==> src/rtl/instr_fetch_unit.sv <==
// Instruction fetch unit: PC, synchronous imem fetch, {pc, instr} buffer with valid/ready output.
// Define IFU_SKID_BUF_EN for a 2-entry buffer (1 instr/cycle); otherwise the buffer holds 1 entry.
module instr_fetch_unit #(
    parameter int              PC_W     = 8,
    parameter int              INSTR_W  = 16,
    parameter logic [PC_W-1:0] RESET_PC = '0
) (
    input  logic               clk,
    input  logic               rst_n,
    output logic               imem_req,
    output logic [PC_W-1:0]    imem_addr,
    input  logic [INSTR_W-1:0] imem_rdata,
    output logic               instr_valid,
    input  logic               instr_ready,
    output logic [INSTR_W-1:0] instr_out,
    output logic [4:0]         opcode_out,
    output logic [PC_W-1:0]    pc_out,
    input  logic               redirect,
    input  logic [PC_W-1:0]    redirect_pc,
    output logic               halted
);

`ifdef IFU_SKID_BUF_EN
    localparam int DEPTH = 2;
`else
    localparam int DEPTH = 1;
`endif
    localparam int CNT_W = 2;

    localparam logic [1:0] S_IDLE = 2'd0;
    localparam logic [1:0] S_RUN  = 2'd1;
    localparam logic [1:0] S_HALT = 2'd2;
    localparam logic [4:0] OP_HALT = 5'h1F;

    // Handshake: an entry transfers on any rising edge where instr_valid and instr_ready are both
    // high; while instr_valid is high and instr_ready low, instr_out/opcode_out/pc_out hold.

    logic [1:0]         state;
    logic [PC_W-1:0]    pc_q;
    logic               inflight_q;
    logic [PC_W-1:0]    tag_q;
    logic [CNT_W-1:0]   count_q;
    logic [PC_W-1:0]    pc_buf [DEPTH];
    logic [INSTR_W-1:0] ins_buf[DEPTH];
    logic [PC_W-1:0]    pc_nxt [DEPTH];
    logic [INSTR_W-1:0] ins_nxt[DEPTH];

    logic             pop;
    logic             push;
    logic             halt_cap;
    logic             issue;
    logic [CNT_W-1:0] occ;
    logic [CNT_W-1:0] wr_idx;

    assign instr_valid = (count_q != '0);
    assign pop         = instr_valid & instr_ready;
    assign push        = inflight_q & ~redirect;
    assign halt_cap    = push & (imem_rdata[INSTR_W-1 -: 5] == OP_HALT);
    // Occupancy the buffer will reach once the current pop and in-flight read settle.
    assign occ         = count_q - CNT_W'(pop) + CNT_W'(inflight_q);
    assign issue       = (state == S_RUN) & ~redirect & ~halt_cap & (occ < CNT_W'(DEPTH));
    assign wr_idx      = count_q - CNT_W'(pop);

    assign imem_req   = issue;
    assign imem_addr  = pc_q;
    assign instr_out  = ins_buf[0];
    assign opcode_out = ins_buf[0][INSTR_W-1 -: 5];
    assign pc_out     = pc_buf[0];
    assign halted     = (state == S_HALT);

    // Head-at-index-0 shift buffer: pop shifts down, push lands just above the survivors.
    always_comb begin
        for (int i = 0; i < DEPTH; i++) begin
            pc_nxt[i]  = pc_buf[i];
            ins_nxt[i] = ins_buf[i];
        end
        if (pop) begin
            for (int i = 0; i < DEPTH - 1; i++) begin
                pc_nxt[i]  = pc_buf[i+1];
                ins_nxt[i] = ins_buf[i+1];
            end
        end
        if (push) begin
            for (int i = 0; i < DEPTH; i++) begin
                if (wr_idx == CNT_W'(i)) begin
                    pc_nxt[i]  = tag_q;
                    ins_nxt[i] = imem_rdata;
                end
            end
        end
    end

    always_ff @(posedge clk) begin
        if (!rst_n) begin
            state      <= S_IDLE;
            pc_q       <= RESET_PC;
            inflight_q <= 1'b0;
            tag_q      <= '0;
            count_q    <= '0;
            for (int i = 0; i < DEPTH; i++) begin
                pc_buf[i]  <= '0;
                ins_buf[i] <= '0;
            end
        end else begin
            for (int i = 0; i < DEPTH; i++) begin
                pc_buf[i]  <= pc_nxt[i];
                ins_buf[i] <= ins_nxt[i];
            end
            if (redirect) begin
                // Head may still transfer this cycle; everything behind it and in flight is dropped.
                state      <= S_RUN;
                pc_q       <= redirect_pc;
                inflight_q <= 1'b0;
                count_q    <= '0;
            end else begin
                count_q    <= count_q - CNT_W'(pop) + CNT_W'(push);
                inflight_q <= issue;
                if (issue) begin
                    pc_q  <= pc_q + PC_W'(1);
                    tag_q <= pc_q;
                end
                case (state)
                    S_IDLE:  state <= S_RUN;
                    S_RUN:   if (halt_cap) state <= S_HALT;
                    S_HALT:  state <= S_HALT;
                    default: state <= S_IDLE;
                endcase
            end
        end
    end

endmodule
==> config.mk <==
export PLATFORM = sky130hd
export DESIGN_NAME = instr_fetch_unit
export DESIGN_NICKNAME = d
export VERILOG_FILES = /design/src/rtl/instr_fetch_unit.sv
export SDC_FILE = /design/constraint.sdc
export NUM_CORES = 1
export LEC_CHECK = 0
export BUFFER_PORTS_ARGS = -buffer_cell sky130_fd_sc_hd__buf_2
export CORE_ASPECT_RATIO = 1.75
export CORE_MARGIN = 4
export CORE_UTILIZATION = 45
export DETAILED_ROUTE_END_ITERATION = 6
export PLACE_DENSITY = 0.73
export SETUP_SLACK_MARGIN = 0.3
export SYNTH_ARGS = -nofsm -noshare
export SYNTH_HDL_FRONTEND = slang
export SYNTH_SLANG_ARGS = --single-unit
==> constraint.sdc <==
create_clock -name clk -period 2.4 [get_ports clk]
set_input_delay 0.24 -clock clk [delete_from_list [all_inputs] [get_ports clk]]
set_output_delay 0.24 -clock clk [all_outputs]
set_load 0.005 [all_outputs]
==> results.md, run 1 <==
- Pwr dens: 573.4 nW/µm²
- Filler instances: 393
- Final Hold Vio Count: 0
- Multi-input gate area: 1057 µm²
- Die W: 58.11 µm
- Die Ht: 95.68 µm
- Yosys cell types: 37
- First-pass GRT wire length: 7748 µm
- Min Tclk post-route: 2.113 ns
- Worst setup path class: reg2reg
- Routed wire per std cell: 14.17 µm
- Peak supply drop: 0.3914 mV
- DRC: 0
- Netlist Area Pre-Place: 1977 µm²
- Post-synth EDFFs: 0
- Crit start category: register
- Via density: 5.490
- Avg Cell Area, Syn: 9.068 µm²
- Setup_tns: 0 ns
- Top-Level Pins: 68
- Detailed-route wire length: 4802 µm
- Final Max Slew Viols: 0
- Clock Sinks: 45
- Least-Margin Pin Slew: 0.6119 ns
- Clk_lat worst skew: 0.30 ns
- Final setup skew: 0.01014 ns
- Hpwl dp: 3473 µm
- Hold_ws: 0.1760 ns
- Synth warn: 0
- Antenna Cells: 0
- RD Place Congestion: 0.8997
- ANT nets after route: 0
- Commonest cells after routing, fill and taps aside: buf_2, dfxtp_1, nor2_1, mux2i_1, nand2_1
- Most common cell after layout, fill and taps aside: buf_2
- Placeable Area: 4189 µm²
- CTS max path bufs: 2
- Mapped Cells: 218
- Setup violations, final: 0
- Worst EP required: 2.63 ns
- Leakage: 0.001286 µW
- Via count: 1861
- DIE AREA: 5559 µm²
- Max-cap violations: 0
- Initial antenna violation count: 0
- Sequential cell area: 904.6 µm²
- Kind of capture point of the worst setup path: register
- Initial DRC count: 90
- Initial core utilization: 0.4719
- Clock Tree Root: clkbuf_8
- Nets: 322
- Core Util, Final: 0.6222
- Outcome: finished clean
- Worst-path clk slew: 0.08 ns
- Sequential element share of the synthesized area: 0.4557
- Synth top area share: 0.4557
- Worst Path Arrival: 2.34 ns
- Min-delay worst type: in2reg
- Layout cells sized above 1: 0.3517
- Final period util: 0.8805
- Area contributors post-synth: dfxtp_1, mux2i_1, nor2_1, ha_1, nand3_1
- Num rows: 31
- Pin count of the biggest net entering global routing: 38
- Vias in the first global route: 1738
- CTS tree: yes
- Peak Freq: 473.2 MHz
- H-tree depth: 2
- Synth area leader: dfxtp_1
- GR Overflow Total: 0
- Max_slew headroom: 0.5915
- Main synth FF type: dfxtp_1
- Post-synthesis async set-or-reset flop share: 0
- Post-synthesis sequential element count: 45
- Total CTS buffers: 5
- Maximum fanout along the worst path: 5
- Syn Nets: 251
- Gr usage total: 0.1779
- Area grow syn2layout: 31.84%
- RSZ-0062 raised after global routing: true
- # hold bufs at CTS: 0
- Count of buffers from port buffering: 67
- DRT Pass-1 Iters: 4
==> final cells by class <==
| cell class | instances | share of cell area |
|---|---|---|
| timing repair buffer | 79 | 0.1819 |
| sequential | 45 | 0.3471 |
| multi-input combinational | 153 | 0.4057 |
| inverter | 5 | 0.007201 |
| clock buffer | 5 | 0.02640 |
| tap | 49 | 0.02352 |
| clock inverter | 3 | 0.008161 |
==> synth_stat cells (all sizes together), types with 6 or more instances <==
library cell	number
a21oi	9
buf	9
nor2	30
clkbuf	6
a31oi	6
nand2	12
o21ai	16
dfxtp	45
nand3	11
mux2i	24
==> critical path, cell delays in order, from the launching register on <==
cell	delay, ns
dfxtp_4	0.34
or2_1	0.21
and2_4	0.15
ha_4	0.28
nor2b_4	0.17
mux2i_4	0.10
buf_12	0.14
or4_4	0.50
a31oi_1	0.16
==> layer usage <==
metal,GRT usage,wire length (µm),vias to the layer above,part of all wire
li1,-,-,913,-
met1,0.2023,1853,861,0.39
met2,0.3104,2443,75,0.51
met3,0.03659,383,12,0.080
met4,0.08511,121,0,0.025
met5,0,0,-,0
==> logic make-up after synthesis <==
group	synth area share
muxes	0.1272
xor gates and xnor gates	0.01266
adders and majority gates	0.03165
DFF	0.4557
AOI/OAI and AO/OA	0.1424
buffers and inverters	0.05000
and+or+nand+nor	0.1804
==> power breakdown <==
| part | internal (µW) | leakage [µW] | switching (µW) |
|---|---|---|---|
| combinational | 119 | 0.000875 | 114 |
| clock | 207 | 0.0000445 | 262 |
| sequential | 768 | 0.000366 | 24.9 |
| total | 1090 | 0.00129 | 401 |
==> path summary, 6_finish.rpt <==
path / start / end / slack (ns) / cells past startpoint
hold / removal: imem_rdata[6] / ins_buf[0][6] / 0.18 / 3
hold reg to reg: state[1] / state[1] / 0.48 / 2
setup / recovery: count_q[1] / imem_addr[6] / 0.29 / 8
setup reg to reg: count_q[1] / imem_addr[6] / 0.29 / 8
==> per-stage QoR <==
step	cells	worst slack, ns	area (µm²)	power, µW
3_3_place_gp	323	0.1300	2370	989.6
3_5_place_dp	323	0.07618	2370	994.1
6_report	339	0.2869	2606	1495
5_1_grt	339	0.1823	2606	1561
2_1_floorplan	218	0.3024	2023	921.8
4_1_cts	339	0.2844	2580	1500
==> sequential cells by signal, indices dropped and copies added, names as in the netlist <==
register / flops
count_q: 2
inflight_q: 1
tag_q: 8
ins_buf: 16
imem_addr: 8
state: 2
pc_buf: 8
==> timing repair <==
item / in CTS / in global routing
setup endpoints to repair: 19 / 36
cloned: 1 / 0
pin swaps: 6 / 3
gates resized for setup: 4 / 6
setup buffers: 7 / 0
No activity file was read; power rests on OpenSTA's default activity.
==> inputs of run 2 (changes only) <==
--- a/config.mk
+++ b/config.mk
@@ -6,11 +6,13 @@
 export NUM_CORES = 1
 export LEC_CHECK = 0
 export BUFFER_PORTS_ARGS = -buffer_cell sky130_fd_sc_hd__buf_2
-export CORE_ASPECT_RATIO = 1.75
+export CELL_PAD_IN_SITES_DETAIL_PLACEMENT = 0
+export CELL_PAD_IN_SITES_GLOBAL_PLACEMENT = 1
+export CORE_ASPECT_RATIO = 1.1
 export CORE_MARGIN = 4
-export CORE_UTILIZATION = 45
+export CORE_UTILIZATION = 36
 export DETAILED_ROUTE_END_ITERATION = 6
-export PLACE_DENSITY = 0.73
+export PLACE_DENSITY_LB_ADDON = 0.1
 export SETUP_SLACK_MARGIN = 0.3
 export SYNTH_ARGS = -nofsm -noshare
 export SYNTH_HDL_FRONTEND = slang
==> run 2 against run 1 <==
Maximum frequency decreased by 1.9%. Clock-buffer cell count grew 1. Final cell count increased by 7.1%. Sequential power is essentially flat. Hold slack worse by 0.011 ns. Worst setup slack lost 0.041 ns. Critical path depth did not move. Flip-flop and latch count stayed put. Routed wire length rose by 2.7%. Via count fell by 4.4%. Die area grew 21%. Highest routed layer unchanged.
==> results.md, run 2 (synthesis results as in run 1) <==
- Setup violations, final: 0 (unchanged)
- Design area: 2650 µm² (+1.7%)
- Hold Crit Depth: 3 (unchanged)
- DIE AREA: 6742 µm² (+21%)
- Min Tclk post-route: 2.154 ns (+0.04103 ns)
- Max reg flops: 16 (unchanged)
- Worst EP required: 2.16 ns (-0.47 ns)
- CTS tree: yes
- Peak supply drop: 0.2692 mV (-31%)
- FF-to-FF Start: count_q[1]
- Commonest cells after routing, fill and taps aside: buf_2, dfxtp_1, nor2_1, mux2i_1
- Final Max Slew Viols: 0 (unchanged)
- Initial core utilization: 0.3688 (-0.1031)
- Initial antenna violation count: 0 (unchanged)
- Sw Share: 0.2488 (-0.01951)
- Layout cells sized above 1: 0.3542 (+0.002443)
- Final period util: 0.8976 (+0.01710)
- Final setup skew: 0.004236 ns (-0.005902 ns)
- Peak Freq: 464.2 MHz (-1.9%)
- Worst-path clk slew: 0.09 ns (about the same)
- Crit start category: register
- Placeable Area: 5360 µm² (+28%)
- Hpwl dp: 3473 µm (unchanged)
- Crit path largest cell delay: 0.34 ns (-0.16 ns)
- Clock Tree Root: clkbuf_8
- Setup ws final: 0.2458 ns (-0.04103 ns)
- Via count: 1780 (-4.4%)
- CTS max path bufs: 2 (unchanged)
- WHS Endpoint: ins_buf[0][7]
- Area grow syn2layout: 34.05%
- Pwr dens: 606.2 nW/µm² (+5.7%)
- Max-cap violations: 0 (unchanged)
- HP Start: imem_rdata[7]
- Num rows: 28 (-9.7%)
- RSZ-0062 raised after global routing: true
- Count of buffers from port buffering: 67 (unchanged)
- Nets: 320 (-0.62%)
- Pin count of the biggest net entering global routing: 38 (unchanged)
- Vias in the first global route: 1698 (-2.3%)
- CP Cell Sequence: or2_1 > and2_4 > ha_4 > xnor2_4 > mux2i_4 > buf_6 > nor2_1 > buf_2
- Setup_tns: 0 ns (unchanged)
- Clock Sinks: 45 (unchanged)
- Final Hold Vio Count: 0 (unchanged)
- Worst setup path class: reg2out
- DP Worst Slack: 0.1959 ns (+0.1198 ns)
- Gr usage total: 0.1495 (-0.02836)
- GR Overflow Total: 0 (unchanged)
- Die W: 78.66 µm (+35%)
- Reg2Reg Capture Point: imem_addr[5]
- Kind of capture point of the worst setup path: primary output
- Outcome: finished clean
- Leakage: 0.001292 µW (+0.45%)
- Worst Setup SP: count_q[1]
- Antenna Cells: 0 (unchanged)
- Worst Path Arrival: 1.91 ns (-0.43 ns)
- Pint: 1207 µW (+10%)
- Clock power frac: 0.374 (+0.060)
- DRT Pass-1 Iters: 4 (unchanged)
- Filler instances: 540 (+37%)
- Maximum fanout along the worst path: 2 (-3)
- Via density: 4.904 (-11%)
- Psw: 399.8 µW (-0.33%)
- Max_slew headroom: 0.5577 (-0.03377)
- Most common cell after layout, fill and taps aside: buf_2
- Die Ht: 85.72 µm (-10%)
- Top reg by flops: ins_buf
- Least-Margin Pin Slew: 0.6625 ns (+0.05058 ns)
- Routed wire per std cell: 13.59 µm (-4.1%)
- Top-Level Pins: 68 (unchanged)
- Total CTS buffers: 5 (unchanged)
- R2r worst-path depth: 8 (unchanged)
- DRC: 0 (unchanged)
- Clk_lat worst skew: 0.30 ns (about the same)
- Sequential Power Share: 0.493 (-0.038)
- First-pass GRT wire length: 8066 µm (+4.1%)
- Placed Area: 2415 µm² (+1.9%)
- Register-to-register path setup slack: 0.27 ns (-0.02 ns)
- Combinational Power Share: 0.133 (-0.023)
- Min-delay worst type: in2reg
- Detailed-route wire length: 4932 µm (+2.7%)
- Initial DRC count: 86 (-4.4%)
- RD Place Congestion: 0.7739 (-14%)
- Slowest stage cell, crit path: dfxtp_4
- ANT nets after route: 0 (unchanged)
- # hold bufs at CTS: 0 (unchanged)
- H-tree depth: 2 (unchanged)
run 2: area by class of cell:
type | instances | area [µm²] | area share
multi-input combinational | 153 | 1079 | 0.4070
sequential | 45 | 904.6 | 0.3414
timing repair buffer | 77 | 434.2 | 0.1638
tap | 75 | 93.84 | 0.03541
clock buffer | 6 | 82.58 | 0.03116
clock inverter | 2 | 37.54 | 0.01416
inverter | 5 | 18.77 | 0.007082
run 2: worst max-delay path by stage:
stage / endpoint / cells past startpoint
finish: imem_req / 8
global route: imem_req / 8
CTS: imem_req / 8
detailed placement: imem_req / 8
global placement: imem_req / 8
floorplan: imem_addr[5] / 7
run 2: metrics by stage:
stage / cells / power (µW) / utilization / hold WS [ns]
2_1_floorplan: 218 / 921.8 / - / 0.3783
3_3_place_gp: 349 / 1001 / 0.4505 / 0.4658
3_5_place_dp: 349 / 999.9 / 0.4505 / 0.4722
4_1_cts: 362 / 1624 / 0.4848 / 0.1616
5_1_grt: 363 / 1687 / 0.4944 / 0.1720
6_report: 363 / 1606 / 0.4944 / 0.1652
run 2: power groups by stage:
stage	combinational (µW)	sequential (µW)	clock (µW)
finish	213	793	601
global placement	190	812	0
floorplan	115	807	0
detailed placement	189	811	0
CTS	207	792	625
global route	235	797	654
run 2: timing repair:
item,4_1_cts,5_1_grt
buffers inserted,5,1
gates resized for setup,5,9
pin swaps,7,5
setup endpoints to repair,13,10
run 2: critical path, delay by kind of cell, from the launching register on:
kind | cells | cell delay (ns)
simple gates | 3 | 0.40
flops | 1 | 0.34
mux | 1 | 0.28
buf+inv | 2 | 0.25
fa+ha+maj | 1 | 0.17
xor+xnor | 1 | 0.17
run 2: metal layers:
| metal | track usage | share of wire | vias up | routed length, µm |
|---|---|---|---|---|
| met3 | 0.03256 | 0.060 | 7 | 295 |
| met2 | 0.2432 | 0.46 | 51 | 2264 |
| li1 | - | - | 912 | - |
| met1 | 0.1974 | 0.47 | 810 | 2304 |
| met4 | 0.04769 | 0.014 | 0 | 68 |
| met5 | 0 | 0 | - | 0 |
